$ cat config.mk
export PLATFORM = sky130hd
export DESIGN_NAME = ise_issue
export DESIGN_NICKNAME = d
export VERILOG_FILES = /design/src/rtl/ise_issue.sv
export SDC_FILE = /design/constraint.sdc
export NUM_CORES = 1
export LEC_CHECK = 0
export ABC_CLOCK_PERIOD_IN_PS = 9450
export CAP_MARGIN = 20
export CORE_UTILIZATION = 28
export CTS_BUF_LIST = sky130_fd_sc_hd__clkbuf_8
export CTS_CLUSTER_SIZE = 20
export DETAILED_ROUTE_END_ITERATION = 12
export PLACE_DENSITY = 0.68
export SLEW_MARGIN = 25
export SYNTH_ARGS = -nofsm -noshare
export SYNTH_HDL_FRONTEND = slang
export SYNTH_SLANG_ARGS = --single-unit
export TNS_END_PERCENT = 50
$ cat constraint.sdc
create_clock -name ise_clk -period 9.45 [get_ports ise_clk]
set_input_delay 1.4175 -clock ise_clk [delete_from_list [all_inputs] [get_ports ise_clk]]
set_output_delay 1.4175 -clock ise_clk [all_outputs]
set_load 0.005 [all_outputs]
$ cat src/rtl/ise_issue.sv
// rtl/ise_issue.sv - single-outstanding issue/response sequencer for the bit-manipulation ALU
//
// Purpose: accepts one ISE operation at a time from the core, presents it to
// the ALU from holding registers, waits up to TIMEOUT cycles for a result,
// and returns a tagged response with error flag plus delivery counters.
//
// Ports:
//   ise_clk, ise_rst                 clock, asynchronous active-high reset
//   req_valid/req_ready              request handshake from the core
//   req_fn, req_rs1, req_rs2, req_rd function code, operands, destination tag
//   ise_fn, ise_in1, ise_in2, ise_val  operation presented to the ALU
//   ise_oval, ise_out                ALU result valid / result
//   rsp_valid/rsp_ready              response handshake to the core
//   rsp_data, rsp_rd, rsp_err        response payload
//   done_cnt, err_cnt                good / errored responses delivered
module ise_issue #(
    parameter int TIMEOUT = 15
) (
    input  logic        ise_clk,
    input  logic        ise_rst,
    input  logic        req_valid,
    output logic        req_ready,
    input  logic [5:0]  req_fn,
    input  logic [63:0] req_rs1,
    input  logic [63:0] req_rs2,
    input  logic [4:0]  req_rd,
    output logic [5:0]  ise_fn,
    output logic [63:0] ise_in1,
    output logic [63:0] ise_in2,
    output logic        ise_val,
    input  logic        ise_oval,
    input  logic [63:0] ise_out,
    output logic        rsp_valid,
    input  logic        rsp_ready,
    output logic [63:0] rsp_data,
    output logic [4:0]  rsp_rd,
    output logic        rsp_err,
    output logic [31:0] done_cnt,
    output logic [15:0] err_cnt
);

    typedef enum logic [1:0] {S_IDLE, S_BUSY, S_RESP} state_t;

    // Counter value seen in the last permitted BUSY cycle.
    localparam logic [7:0] TMO_LAST = 8'(TIMEOUT - 1);

    state_t      state_q, state_d;
    logic [5:0]  fn_q, fn_d;
    logic [63:0] in1_q, in1_d;
    logic [63:0] in2_q, in2_d;
    logic [4:0]  rd_q, rd_d;
    logic [7:0]  tmo_q, tmo_d;
    logic [63:0] data_q, data_d;
    logic        err_q, err_d;
    logic [31:0] done_q, done_d;
    logic [15:0] errc_q, errc_d;
    logic        ready_q, ready_d;
    logic        val_q, val_d;
    logic        rvalid_q, rvalid_d;
    logic        fn_legal;

    assign fn_legal = (req_fn >= 6'd32) && (req_fn <= 6'd43);

    always_comb begin
        state_d  = state_q;
        fn_d     = fn_q;
        in1_d    = in1_q;
        in2_d    = in2_q;
        rd_d     = rd_q;
        tmo_d    = tmo_q;
        data_d   = data_q;
        err_d    = err_q;
        done_d   = done_q;
        errc_d   = errc_q;
        ready_d  = ready_q;
        val_d    = val_q;
        rvalid_d = rvalid_q;
        case (state_q)
            S_IDLE: begin
                if (req_valid) begin
                    rd_d    = req_rd;
                    ready_d = 1'b0;
                    if (fn_legal) begin
                        fn_d    = req_fn;
                        in1_d   = req_rs1;
                        in2_d   = req_rs2;
                        tmo_d   = 8'd0;
                        val_d   = 1'b1;
                        state_d = S_BUSY;
                    end else begin
                        // Illegal function never reaches the ALU.
                        data_d   = 64'd0;
                        err_d    = 1'b1;
                        rvalid_d = 1'b1;
                        state_d  = S_RESP;
                    end
                end
            end
            S_BUSY: begin
                // A result arriving on the last timeout cycle still wins.
                if (ise_oval) begin
                    data_d   = ise_out;
                    err_d    = 1'b0;
                    val_d    = 1'b0;
                    rvalid_d = 1'b1;
                    state_d  = S_RESP;
                end else if (tmo_q == TMO_LAST) begin
                    data_d   = 64'd0;
                    err_d    = 1'b1;
                    val_d    = 1'b0;
                    rvalid_d = 1'b1;
                    state_d  = S_RESP;
                end else begin
                    tmo_d = tmo_q + 8'd1;
                end
            end
            S_RESP: begin
                if (rsp_ready) begin
                    rvalid_d = 1'b0;
                    ready_d  = 1'b1;
                    state_d  = S_IDLE;
                    if (err_q) begin
                        if (errc_q != 16'hFFFF) errc_d = errc_q + 16'd1;
                    end else begin
                        done_d = done_q + 32'd1;
                    end
                end
            end
            default: begin
                state_d  = S_IDLE;
                ready_d  = 1'b1;
                val_d    = 1'b0;
                rvalid_d = 1'b0;
            end
        endcase
    end

    always_ff @(posedge ise_clk or posedge ise_rst) begin
        if (ise_rst) begin
            state_q  <= S_IDLE;
            fn_q     <= 6'd0;
            in1_q    <= 64'd0;
            in2_q    <= 64'd0;
            rd_q     <= 5'd0;
            tmo_q    <= 8'd0;
            data_q   <= 64'd0;
            err_q    <= 1'b0;
            done_q   <= 32'd0;
            errc_q   <= 16'd0;
            ready_q  <= 1'b1;
            val_q    <= 1'b0;
            rvalid_q <= 1'b0;
        end else begin
            state_q  <= state_d;
            fn_q     <= fn_d;
            in1_q    <= in1_d;
            in2_q    <= in2_d;
            rd_q     <= rd_d;
            tmo_q    <= tmo_d;
            data_q   <= data_d;
            err_q    <= err_d;
            done_q   <= done_d;
            errc_q   <= errc_d;
            ready_q  <= ready_d;
            val_q    <= val_d;
            rvalid_q <= rvalid_d;
        end
    end

    assign req_ready = ready_q;
    assign ise_fn    = fn_q;
    assign ise_in1   = in1_q;
    assign ise_in2   = in2_q;
    assign ise_val   = val_q;
    assign rsp_valid = rvalid_q;
    assign rsp_data  = data_q;
    assign rsp_rd    = rd_q;
    assign rsp_err   = err_q;
    assign done_cnt  = done_q;
    assign err_cnt   = errc_q;

endmodule

* Word level (Yosys, flattened, before mapping)
Cells that the tools add are included.
W data, S select, Z words.
** Word-level totals
- Register bits after elaboration :: 265
- Input port bits :: 208
- Logic and storage cells :: 77
** Cells by class
- Bitwise gates (word level) :: 3
- Mux-type cells :: 32
- Reductions and logical operators :: 13
- Add/sub/neg operators :: 3
- Eq/ne operators :: 11
- $lt $le $gt $ge :: 2
** Operators with widths (number)
- $mux W64 :: 4
- $pmux W64 S2 :: 1
- $add A32 B1 Y32 const B :: 1
- $mux W8 :: 4
- $add A16 B1 Y16 const B :: 1
- $ne A16 B16 Y1 const B :: 1
- $pmux W8 S2 :: 1
- $reduce_and A4 Y1 :: 4
- $mux W1 :: 12
- $ne A2 B2 Y1 const B :: 6
- $reduce_and A3 Y1 :: 4
- $mux W2 :: 5
- $pmux W1 S3 :: 3
- $add A8 B1 Y8 const B :: 1
- $eq A8 B4 Y1 const B :: 1
- $ge A6 B6 Y1 const B :: 1
- $le A6 B6 Y1 const B :: 1
- $pmux W2 S3 :: 1
- $reduce_and A5 Y1 :: 1
- $ne A3 B3 Y1 const B :: 1
- $not A1 Y1 :: 3
- $eq A2 B1 Y1 const B :: 1
- $eq A2 B2 Y1 const B :: 1
- $logic_not A2 Y1 :: 1
- other kinds (4) :: 4

* Logic depth before layout (Yosys ltp)
Gate-level depths: netlist (run 1).
- Depth in word-level cells :: 5
- Mapped depth :: 9
- Depth with buffers taken out :: 7

* Worst setup path after synthesis (run 1)
OpenSTA, ideal clock, no wires.
- Kind :: in2reg
- Start point :: input port req_valid
- End point :: register fn_q[0] (netlist: ise_fn[0])
- Data arrival time :: 2670 ps
- Cell stages on the path :: 9
- Data required time :: 9385 ps
- Library setup time :: 65 ps
- Slack :: 6715 ps
- Buffers on the path :: 4
- Path through :: nor2b_1 -> and2b_1 -> clkbuf_1 -> and2_1 -> buf_2 -> buf_4 -> buf_2 -> nand2_1 -> nand2_1
** Between the ends
- Word-level cells in the longest chain between the ends :: 1
** Ends and longest elaborated chain
- start: declaration :: line 21 : input logic req_valid,
- $reduce_and A3 Y1 (no line)
- end signal: assignment :: line 155 : fn_q <= fn_d;
- end: declaration :: line 48 : logic [5:0] fn_q, fn_d;
No other way between the ends.
A chain may end at the register's enable or synchronous reset.

* Final worst setup path (run 1)
- Start point :: input port req_fn[4]
- End point :: register fn_q[4] (netlist: ise_fn[4])
** Between the ends
- Word-level cells in the longest chain between the ends :: 3
- Elaborated cells on any way between the ends :: 4
- Those cells by class :: 2 x order compare; 2 x reduce/logical
** Ends and longest elaborated chain
- start: declaration :: line 23 : input logic [5:0] req_fn,
- $ge A6 B6 Y1 / $le A6 B6 Y1 (equally long branches) :: line 62 : assign fn_legal = (req_fn >= 6'd32) && (req_fn <= 6'd43);
- $logic_and A1 B1 Y1 :: line 62
- $reduce_and A3 Y1 (no line)
Parallel ways exist; a longest one is shown, timed or not.

==> results of run 1 <==
[routing by layer]
layer | GRT usage (%) | part of all wire [%] | vias to the layer above | wire, um
li1 | - | - | 4098 | -
met1 | 19.95 | 41 | 4206 | 12760
met2 | 28.04 | 48 | 350 | 15080
met3 | 5.079 | 7.8 | 61 | 2444
met4 | 6.489 | 3.2 | 2 | 987
met5 | 0 | 0.042 | - | 13
[sequential cells by signal, indices dropped and copies added (netlist names)]
name	cells
state_q	2
tmo_q	8
rsp_data	64
ise_fn	6
done_cnt	32
ise_in1	64
ise_in2	64
rsp_err	1
err_cnt	16
req_ready	1
ise_val	1
rsp_valid	1
rsp_rd	5
[power breakdown]
group	total [mW]	switching [mW]	internal, mW
Sequential	1.61	0.183	1.43
Clock	1.04	0.461	0.575
Combinational	1.09	0.409	0.682
Total	3.74	1.05	2.68
[worst paths after layout]
| path | to | slack, ps | depth (start not counted) |
|---|---|---|---|
| min reg2reg | ise_in1[36]$_DFFE_PP0P_ | 470 | 2 |
| max | ise_fn[4]$_DFFE_PP0P_ | 5750 | 5 |
| min in group asynchronous | ise_in1[34]$_DFFE_PP0P_ | 1370 | 2 |
| max in group asynchronous | done_cnt[16]$_DFFE_PP0P_ | 6650 | 3 |
| min | ise_in1[36]$_DFFE_PP0P_ | 470 | 2 |
| max reg2reg | ise_fn[4]$_DFFE_PP0P_ | 6720 | 5 |
[cell families (layout without fill, tap and decap cells)]
family,Yosys count,count (layout)
AND/OR/NAND/NOR,506,506
flip-flops,265,265
AO/OA/AOI/OAI,86,86
buffers and inverters,52,552
XOR/XNOR,48,48
multiplexers,8,8
adder cells (fa/ha/maj),4,4
other,0,1
[synthesized netlist by cell type (2+ instances only)]
cell      instances  share of area (%)
nor2b_1           3               0.18
dfrtp_1         264                 64
nand2b_1          4               0.24
a31oi_1           4               0.24
and2_1            4               0.24
inv_1             5               0.18
nand3_1          19               0.92
buf_2            22                1.1
nor2_1           11               0.40
o21ai_0           6               0.29
mux2_2            7               0.77
ha_1              4               0.49
nand4_1          10               0.61
a21oi_1           6               0.29
a41oi_1           2               0.17
and3_1           10               0.61
nor4_4            2               0.41
buf_1             8               0.29
a22o_1           64                5.5
and4_1            7               0.60
nor3_1            3               0.15
clkbuf_1         15               0.55
nand2_1         424                 15
xor2_1           13                1.1
xnor2_1          35                3.0
[through the flow]
| step | cells | total power [mW] |
|---|---|---|
| after floorplan | 969 | 1.931 |
| after global placement | 1850 | 2.704 |
| after detailed placement | 1850 | 2.731 |
| after CTS | 1930 | 3.808 |
| after global routing | 1931 | 3.977 |
| final | 1931 | 3.738 |
[critical path, delay by kind of cell]
kind / cells / cell delay, ps
AND/OR/NAND/NOR: 2 / 890
buffers and inverters: 2 / 1000
AO/OA/AOI/OAI: 1 / 780
[area by class of cell]
class,instances,area [um2]
clock buffers,58,798.3
fillers,3339,19560
inverters,5,26.28
clock inverters,22,115.1
diodes,1,2.502
well taps,461,576.8
flip-flops and latches,265,6633
repair buffers,467,4678
multi-input cells,652,3437
==> impl_metrics.ini, run 1 <==
[yosys]
async_flop_share_pct = 100.0
ys_warn_count = 0
synthFlopType = dfrtp_1
yosys.area_share.simple_pct = 20.85
ys_seq_elements = 265
synth_top_family_by_area = simple AND/OR/NAND/NOR gates
syn_area_um2 = 10280
synth_mux_area_share_pct = 0.8641
synth_compound_area_share_pct = 6.925
syn_nets = 1181
synth_cell_types = 42
avgSynthCellArea_um2 = 10.61
synthXorXnorAreaFrac_pct = 4.089
synthAdderAreaFrac_pct = 0.4868
ys_seq_area_share_pct = 64.51
postSynthCellCount = 969
synth_edf_count = 0

[die]
die_w_um = 193.6
coreArea_um2 = 35830
die-area_um2 = 37490
start_util_pct = 28.70
ios = 463
rows = 69
dieHeight_um = 193.6

[place]
gp_congestion = 0.8024
place_area_um2 = 15350
dp_hpwl_um = 21650
pre_cts_ws_ps = 5029
portBuffers = 462

[worst_setup_path]
crit_type = input port to flip-flop
critPathSlowestCell = a211oi_1
cp_data_arrival_time_ps = 4130
startpoint_type = input port
r2r_start = state_q[1]$_DFFE_PP0P_
endpoint_kind = flip-flop
worstSetupStartpoint = req_fn[4]
slowest_delay_ps = 780
cp_cell_sequence = clkdlybuf4s50_1 -> a211oi_1 -> nand2_4 -> buf_4 -> and2_1
cp_max_fo = 87
crit_required_ps = 9880

[global_route]
grt_max_degree = 146
grtUsageTotal_pct = 16.68
grt_pass1_wl_um = 50300
antenna_found_initial = 2
grt_pass1_vias = 9088
overflow = 0

[layout]
fin_util_pct = 45.40
nets = 1649
drive_gt1_share_pct = 6.059
finalInstanceArea_um2 = 16270
final_common_cell = clkdlybuf4s50_1
syn_to_final_growth_pct = 58.22
final_cell_mix = 462 x clkdlybuf4s50_1, 423 x nand2_1, 264 x dfrtp_1

[power]
p_leak_nw = 7.628
powerDensity_nw_per_um2 = 229.8
max-vdd-ir-drop_v = 0.0001207

[detailed_routing]
drtPass1Iterations = 6
viasPerCell = 4.514
drtIter0Drc = 383
wl_per_cell_um = 16.20
vias = 8717
drcViolationCount = 0
ant_nets = 0
wl_um = 31280

[clock_network]
clkTransAtPathRegs_ps = 60
htreeDepth = 2
cts_setup_buffers = 0
clk_path_buf_depth = 3
cts_hold_buffers = 0
cts_sinks = 265
clk_latency_ps = 550
cts_resized = 0
tritoncts = done
cts_buffers = 46
cts_root_buf = clkbuf_8

[timing]
rsz0062_at_grt = false
finalHoldViolations = 0
hold_ws_ps = 471.3
min_period_ps = 3699
finalCritPeriodShare_pct = 39.14
slew_headroom_pct = 37.80
maxSlewViolCount = 0
setup_slack_ps = 5751
setup_viol = 0
timing.fmax_mhz = 270.4
fin_worst_skew_ps = 9.317
worst-slew-pin-transition_ps = 927.5
fin_tns_setup_ps = 0

[min_path]
hp-class = flip-flop to flip-flop
hold_start = ise_in1[36]$_DFFE_PP0P_

[run]
drv_cap = 0

[status]
outcome = completed
Note: power is estimated with default switching activity, not from simulation.
==> run 2: changes to the inputs <==
--- a/config.mk
+++ b/config.mk
@@ -5,13 +5,13 @@
 export SDC_FILE = /design/constraint.sdc
 export NUM_CORES = 1
 export LEC_CHECK = 0
-export ABC_CLOCK_PERIOD_IN_PS = 9450
+export ABC_CLOCK_PERIOD_IN_PS = 3200
 export CAP_MARGIN = 20
 export CORE_UTILIZATION = 28
 export CTS_BUF_LIST = sky130_fd_sc_hd__clkbuf_8
 export CTS_CLUSTER_SIZE = 20
 export DETAILED_ROUTE_END_ITERATION = 12
-export PLACE_DENSITY = 0.68
+export PLACE_DENSITY = 0.7
 export SLEW_MARGIN = 25
 export SYNTH_ARGS = -nofsm -noshare
 export SYNTH_HDL_FRONTEND = slang
==> constraint.sdc (replaced) <==
create_clock -name ise_clk -period 3.2 [get_ports ise_clk]
set_input_delay 0.48 -clock ise_clk [delete_from_list [all_inputs] [get_ports ise_clk]]
set_output_delay 0.48 -clock ise_clk [all_outputs]
set_load 0.005 [all_outputs]
==> run 2 against run 1 <==
Clock skew grew 7.5 ps. Via count increased by 1.1%. Largest power group unchanged. Clock power grew to 3.1 times the previous value. Critical path type is now flip-flop to flip-flop. Final area rose by 2.0%. Power grew to 3.0 times the previous value. First-iteration DRC count is 12% higher. Combinational power rose to 3.0 times the previous value. Worst setup slack got worse by 4800 ps. Largest cell class unchanged. Core utilization is 0.93 points higher.
==> impl_metrics.ini, run 2 (synthesized netlist as in run 1, its figures left out) <==
[die]
start_util_pct = 28.70
dieHeight_um = 193.6
rows = 69
coreArea_um2 = 35830
ios = 463
die_w_um = 193.6
die-area_um2 = 37490

[timing]
finalHoldViolations = 0
min_period_ps = 2217
maxSlewViolCount = 0
setup_viol = 0
timing.fmax_mhz = 451.1
hold_ws_ps = 351.9
finalCritPeriodShare_pct = 69.28
rsz0062_at_grt = false
fin_worst_skew_ps = 16.79
worst-slew-pin-transition_ps = 676.9
slew_headroom_pct = 54.78

[detailed_routing]
wl_um = 31300
viasPerCell = 4.519
ant_nets = 0
vias = 8812
drcViolationCount = 0
drtPass1Iterations = 5
drtIter0Drc = 430
wl_per_cell_um = 16.05

[global_route]
overflow = 0
grt_pass1_wl_um = 49690
grt_pass1_vias = 9026
grt_max_degree = 95
antenna_found_initial = 0
grtUsageTotal_pct = 16.56

[clock_network]
htreeDepth = 2
cts_buffers = 46
cts_hold_buffers = 0
cts_resized = 0
clk_path_buf_depth = 3
tritoncts = done
clkTransAtPathRegs_ps = 60
clk_latency_ps = 570
cts_root_buf = clkbuf_8
cts_setup_buffers = 0
cts_sinks = 265

[place]
portBuffers = 462
dp_hpwl_um = 22680
gp_congestion = 0.8347
placedCellCount = 1869

[layout]
syn_to_final_growth_pct = 61.45
fin_cells = 1950
multi_input_area_um2 = 3437
final_cell_mix = 462 x clkdlybuf4s50_1, 423 x nand2_1, 264 x dfrtp_1
nFillCells = 3288
nets = 1668
drive_gt1_share_pct = 7.522
diodes = 0
final_common_cell = clkdlybuf4s50_1
regArea_um2 = 6633

[run]
drv_cap = 0

[worst_setup_path]
crit_type = flip-flop to flip-flop
slowest_delay_ps = 580
crit_required_ps = 3710
critPathSlowestCell = and2_2
cp_cell_sequence = nor2b_1 -> and2_2 -> buf_4 -> a22o_1
rrSetupSlack_ps = 980
startpoint_type = flip-flop
cp_max_fo = 26
cp_data_arrival_time_ps = 2720
worst-path-buf-inv = 1
crit_family = simple AND/OR/NAND/NOR gates
endpoint_kind = flip-flop

[status]
outcome = completed

[power]
finalPower_mw = 11.29
max-vdd-ir-drop_v = 0.0003411
p_leak_nw = 7.775
powerDensity_nw_per_um2 = 680.3

[min_path]
hp-class = input port to asynchronous set/reset pin
run 2: cell types whose count changed in the layout (fill, tap and decap cells not counted), moves of 3 or more:
cell	previous run	this run
buf_12	1	11
buf_4	3	13
clkbuf_8	58	62
clkinv_2	5	2
clkinvlp_4	0	3
inv_1	20	17
run 2: layer usage:
layer | GRT usage, % | vias up | part of all wire (%)
met4 | 8.059 | 0 | 3.9
met1 | 20.23 | 4222 | 42
li1 | - | 4148 | -
met2 | 26.98 | 363 | 47
met5 | 0 | - | 0
met3 | 4.540 | 79 | 7.1
run 2: cell type report:
type,instances,share of cell area (%)
Multi-Input combinational cell,652,20.71
Tap cell,461,3.475
Clock buffer,62,5.141
Timing Repair Buffer,486,29.78
Clock inverter,19,0.8066
Sequential cell,265,39.96
Inverter,5,0.1357
run 2: worst paths after layout:
kind	startpoint	endpoint	depth (start not counted)
worst min-delay path	ise_rst	ise_in2[62]$_DFFE_PP0P_	2
min in group ise_clk	req_rs1[52]	ise_in1[52]$_DFFE_PP0P_	3
worst min register to register	ise_fn[5]$_DFFE_PP0P_	ise_fn[5]$_DFFE_PP0P_	1
worst max register to register	state_q[0]$_DFFE_PP0P_	rsp_data[38]$_DFFE_PP0P_	4
worst max-delay path	state_q[0]$_DFFE_PP0P_	rsp_data[38]$_DFFE_PP0P_	4
max in group asynchronous	ise_rst	ise_in1[59]$_DFFE_PP0P_	3
run 2: power breakdown:
part           switching (mW)  leakage [nW]  total (mW)  internal, mW
Clock                    1.39         0.551        3.27          1.88
Combinational            1.21          3.76        3.26          2.06
Sequential              0.552          3.46        4.76          4.21
run 2: through the flow:
stage | setup slack, ps | setup TNS (ps) | util, % | cell area, um2
floorplan | -776.7 | -205050 | - | 10280
CTS | 939.7 | 0 | 46.33 | 16600
finish | 983.1 | 0 | 46.33 | 16600
global placement | 613.0 | 0 | 43.57 | 15610
global route | 795.0 | 0 | 46.33 | 16600
detailed placement | 605.0 | 0 | 43.57 | 15610
run 2: worst reg2reg max path, delay by kind of cell (launching register included):
family,cells,cell delay [ps]
AOI/OAI and AO/OA,1,180
DFF,1,530
buffers and inverters,1,370
and+or+nand+nor,2,1080
==> run 3: changes to the inputs <==
--- a/config.mk
+++ b/config.mk
@@ -5,13 +5,13 @@
 export SDC_FILE = /design/constraint.sdc
 export NUM_CORES = 1
 export LEC_CHECK = 0
-export ABC_CLOCK_PERIOD_IN_PS = 3200
+export ABC_CLOCK_PERIOD_IN_PS = 2250
 export CAP_MARGIN = 20
 export CORE_UTILIZATION = 28
 export CTS_BUF_LIST = sky130_fd_sc_hd__clkbuf_8
 export CTS_CLUSTER_SIZE = 20
 export DETAILED_ROUTE_END_ITERATION = 12
-export PLACE_DENSITY = 0.7
+export PLACE_DENSITY = 0.68
 export SLEW_MARGIN = 25
 export SYNTH_ARGS = -nofsm -noshare
 export SYNTH_HDL_FRONTEND = slang
==> constraint.sdc (replaced) <==
create_clock -name ise_clk -period 2.25 [get_ports ise_clk]
set_input_delay 0.3375 -clock ise_clk [delete_from_list [all_inputs] [get_ports ise_clk]]
set_output_delay 0.3375 -clock ise_clk [all_outputs]
set_load 0.005 [all_outputs]
==> run 3 against run 2 <==
Sequential cell count stayed put. Clock skew is 6.0 ps higher. First-iteration DRC count is 29% lower. Sequential power is 42% higher. Core utilization is 0.11 points higher. Global-route usage is 0.33 points higher. Largest power group unchanged. Worst setup slack worse by 730 ps. Wire length is 1.3% higher. Register-to-register slack worse by 710 ps. Largest cell class unchanged.
==> impl_metrics.ini, run 3 (synthesized netlist as in run 1, its figures left out) <==
[layout]
fin_util_pct = 46.44
fin_cells = 1955
nFillCells = 3332
drive_gt1_share_pct = 7.764
syn_to_final_growth_pct = 61.84
final_cell_mix = 462 x clkdlybuf4s50_1, 423 x nand2_1, 264 x dfrtp_1
final_common_cell = clkdlybuf4s50_1
diodes = 0
nets = 1671

[detailed_routing]
drtIter0Drc = 307
wl_per_cell_um = 16.22
wl_um = 31700
vias = 8775
ant_nets = 0
drcViolationCount = 0
viasPerCell = 4.488
drtPass1Iterations = 4

[global_route]
antenna_found_initial = 0
grt_busiest_layer = met2
grt_pass1_wl_um = 50530
gr-usage-met3_pct = 4.157
grtUsageTotal_pct = 16.88
use_met1_pct = 20.43
met2_usage_pct = 28.95
grt_max_degree = 84
grt_pass1_vias = 9036
overflow = 0

[worst_setup_path]
worst-path-buf-inv = 1
endpoint_kind = output pin
crit_required_ps = 1910
startpoint_type = flip-flop
critPathSlowestCell = clkdlybuf4s50_1
crit_type = flip-flop to output pin
cp_cell_sequence = clkdlybuf4s50_1
crit_family = buffers and inverters
cp_data_arrival_time_ps = 1650
slowest_delay_ps = 550
cp_max_fo = 3

[power]
swShare_pct = 27.90
p_sw_mw = 4.501
powerDensity_nw_per_um2 = 969.6
p_comb_share_pct = 28.9
max-vdd-ir-drop_v = 0.0004622
pwr-share-seq_pct = 41.9
p_clk_share_pct = 29.2
intPower_mw = 11.63
p_leak_nw = 7.808

[die]
die_w_um = 193.6
dieHeight_um = 193.6
start_util_pct = 28.70
rows = 69
ios = 463
die-area_um2 = 37490
coreArea_um2 = 35830

[min_path]
hp-class = input port to asynchronous set/reset pin

[timing]
maxSlewViolCount = 0
finalHoldViolations = 0
fin_worst_skew_ps = 22.82
timing.fmax_mhz = 502.0
min_period_ps = 1992
fin_tns_setup_ps = 0
worst-slew-pin-transition_ps = 553.2
rsz0062_at_grt = false
slew_headroom_pct = 63.12
setup_viol = 0
finalCritPeriodShare_pct = 88.54
setup_slack_ps = 257.8
hold_ws_ps = 195.8

[status]
outcome = completed

[clock_network]
cts_setup_buffers = 0
cts_root_buf = clkbuf_8
htreeDepth = 2
tritoncts = done
cts_sinks = 265
clkTransAtPathRegs_ps = 60
clk_path_buf_depth = 3
cts_resized = 0
cts_buffers = 47
cts_hold_buffers = 0
clk_latency_ps = 560

[run]
drv_cap = 0

[place]
pre_cts_ws_ps = -37.76
placedCellCount = 1871
dp_hpwl_um = 22830
gp_congestion = 0.8097
portBuffers = 462
[run 3: cell count changes in the layout (fill, tap and decap cells not counted), sizes merged]
cell,delta
inv,+1
bufinv,+1
clkinv,+4
clkbuf,-3
buf,+2
[run 3: path summary, 6_finish.rpt]
kind | start | end | slack, ps | depth (start not counted)
setup reg to reg | state_q[0]$_DFFE_PP0P_ | done_cnt[19]$_DFFE_PP0P_ | 270 | 6
hold reg to reg | ise_in2[14]$_DFFE_PP0P_ | ise_in2[14]$_DFFE_PP0P_ | 470 | 2
min in group ise_clk | req_rs2[36] | ise_in2[36]$_DFFE_PP0P_ | 300 | 3
hold / removal | ise_rst | ise_in1[3]$_DFFE_PP0P_ | 200 | 3
max in group asynchronous | ise_rst | ise_in2[7]$_DFFE_PP0P_ | 1490 | 3
setup / recovery | req_ready$_DFFE_PP1P_ | req_ready | 260 | 1
[run 3: cell type report]
cell class	count	area [um2]	area share, %
sequential	265	6633	39.86
inverter	5	22.52	0.1354
clock inverter	25	187.7	1.128
clock buffer	59	812.0	4.880
multi-input combinational	652	3437	20.66
tap	461	576.8	3.467
timing repair buffer	488	4970	29.87
[run 3: tightest hold or removal path, delay by kind of cell]
family   cells  cell delay [ps]
buf+inv      3              770
[run 3: stage by stage]
step	power (mW)	instance area [um2]
2_1_floorplan	8.111	10280
3_3_place_gp	11.45	15640
3_5_place_dp	11.56	15640
4_1_cts	16.39	16640
5_1_grt	17.06	16640
6_report	16.13	16640
[run 3: power by group through the flow]
stage	sequential [mW]	combinational [mW]	clock, mW
3_5_place_dp	6.83	4.73	0
3_3_place_gp	6.80	4.65	0
5_1_grt	6.93	5.06	5.07
4_1_cts	6.78	4.74	4.87
6_report	6.76	4.66	4.71
2_1_floorplan	6.86	1.25	0
[run 3: routing by layer]
metal	vias to the layer above	wire, um
met5	-	0
met4	0	1022
met3	67	1995
met2	331	15590
met1	4236	13100
li1	4141	-
==> patch, RTL diff (config.mk and constraints of run 2) <==
Put one more register stage on the output `err_cnt`, cleared by the reset. The value now appears one clock later. The other outputs are not delayed to match.
--- a/src/rtl/ise_issue.sv
+++ b/src/rtl/ise_issue.sv
@@ -179,3 +179,9 @@
     assign done_cnt  = done_q;
-    assign err_cnt   = errc_q;
+    always_ff @(posedge ise_clk or posedge ise_rst) begin
+        if (ise_rst) begin
+            err_cnt <= '0;
+        end else begin
+            err_cnt <= errc_q;
+        end
+    end
 
Behaviour: not the same (Yosys sat finds a counterexample within 4 cycles, from zero or initial values and one cycle with ise_rst high).
==> patch against run 2 <==
  * Wire length grew 0.41%
  * Final area grew 5.8%
  * Non-clock buffer count grew 1
  * Count of clock-buffer cells in the layout grew 3
  * Worst setup slack lost 0.023 ns
  * First-iteration DRC count shrank 12%
  * Synthesized area grew 8.8%
  * Power grew 18%
  * Sequential cell count grew 16
  * Final cell count shrank 7.9%
==> patch: results <==
group,metric,value,unit
outcome,status,"finished, final reports clean",
route,drtIter0Drc,379,
route,wire_per_inst,17.5,um
setup_path,slowest_delay,0.64,ns
setup_path,crit_arrival,2.77,ns
synth,synth_nets,944,
placement,place_hpwl,23.0,mm
route,dr_wl_met3,2.56,mm
clock_network,clk_latency,0.61,ns
sta,hold-worst-slack,0.405,ns
synth,synthTopCellsByCount,"280 x dfrtp_1, 95 x mux2_4, 64 x a22o_1",
cells_and_area,fill_cells,3447,
global_route,grtUsageTotal,0.153,
global_route,antenna_found_initial,1,
clock_network,htree_levels,2,
global_route,grt_max_degree,67,
cells_and_area,synthToLayoutAreaGrowth,57.0,%
synth,synth_compound_area_frac,0.0691,
sta,slew_headroom,0.414,
sta,period_minus_slack,2.24,ns
synth,synth-xor-area-share,0.0352,
setup_path,endpoint,"rsp_data[29]",
synth,synthArstFlopShare,1.00,
cells_and_area,drive_gt1_frac,0.198,
route,highest_layer,"met5",
global_route,first_global_vias,8435,
setup_path,cpLargestDelayFamily,"simple AND/OR/NAND/NOR gates",
synth,netlist_instances,732,
route,dr_wl_met2,14.7,mm
sta,clock_skew,0.0138,ns
sta,finalSetupViolCount,0,
route,routed_wl,31.4,mm
synth,yosys-top-cells-area,"dfrtp_1 63%, mux2_4 13%, a22o_1 5.0%",
synth,synthMuxAreaShare,0.174,
placement,place_ws,0.625,ns
route,firstDrtPassIters,4,
synth,synth_cell_type_count,53,
setup_path,crit_fanout,38,
route,wl_met1,13.4,mm
route,detail_route.vias_per_cell,4.45,
global_route,grt_pass1_wl,49.1,mm
placement,post_dp_cell_area,16500,um^2
synth,synthFlopType,"dfrtp_1",
power_and_ir_drop,p_leak,7.92,nW
power_and_ir_drop,ir_drop,0.421,mV
clock_network,cts_buffers,52,
setup_path,reg2reg_slack,0.96,ns
synth,ys_seq_area_frac,0.629,
synth,synth_adder_area_share,0.00447,
placement,placed_cells,1701,
synth,yosysWarnings,0,
placement,gp_congestion,0.829,
-- patch: cell count changes in the layout (fill, tap and decap cells not counted), moves of 3 or more --
cell      delta
dfrtp_1     +16
clkbuf_8     +3
and3_1       -3
mux2_2      +36
nor3_1       +8
xor2_1       +5
nand2_1    -398
xnor2_1      -8
clkinv_2     +6
mux2_4      +95
inv_1        +6
o21ai_0      -5
buf_4        +3
nand4_1      +7
-- patch: final cells by class --
cell class | instances | share of cell area
clock inverters | 29 | 0.00741
repair buffers | 487 | 0.280
multi-input cells | 409 | 0.222
clock buffers | 65 | 0.0509
well taps | 518 | 0.0369
inverters | 6 | 0.00150
flip-flops and latches | 281 | 0.400
diodes | 1 | 0.000143
-- patch: layer usage --
layer	GRT usage	vias up
li1	-	3671
met5	0	-
met1	0.193	3936
met4	0.0536	2
met3	0.0547	56
met2	0.242	330
-- patch: where the power goes --
group / internal [mW] / switching (mW)
Sequential: 4.69 / 0.727
Clock: 1.82 / 1.53
Combinational: 3.22 / 1.33
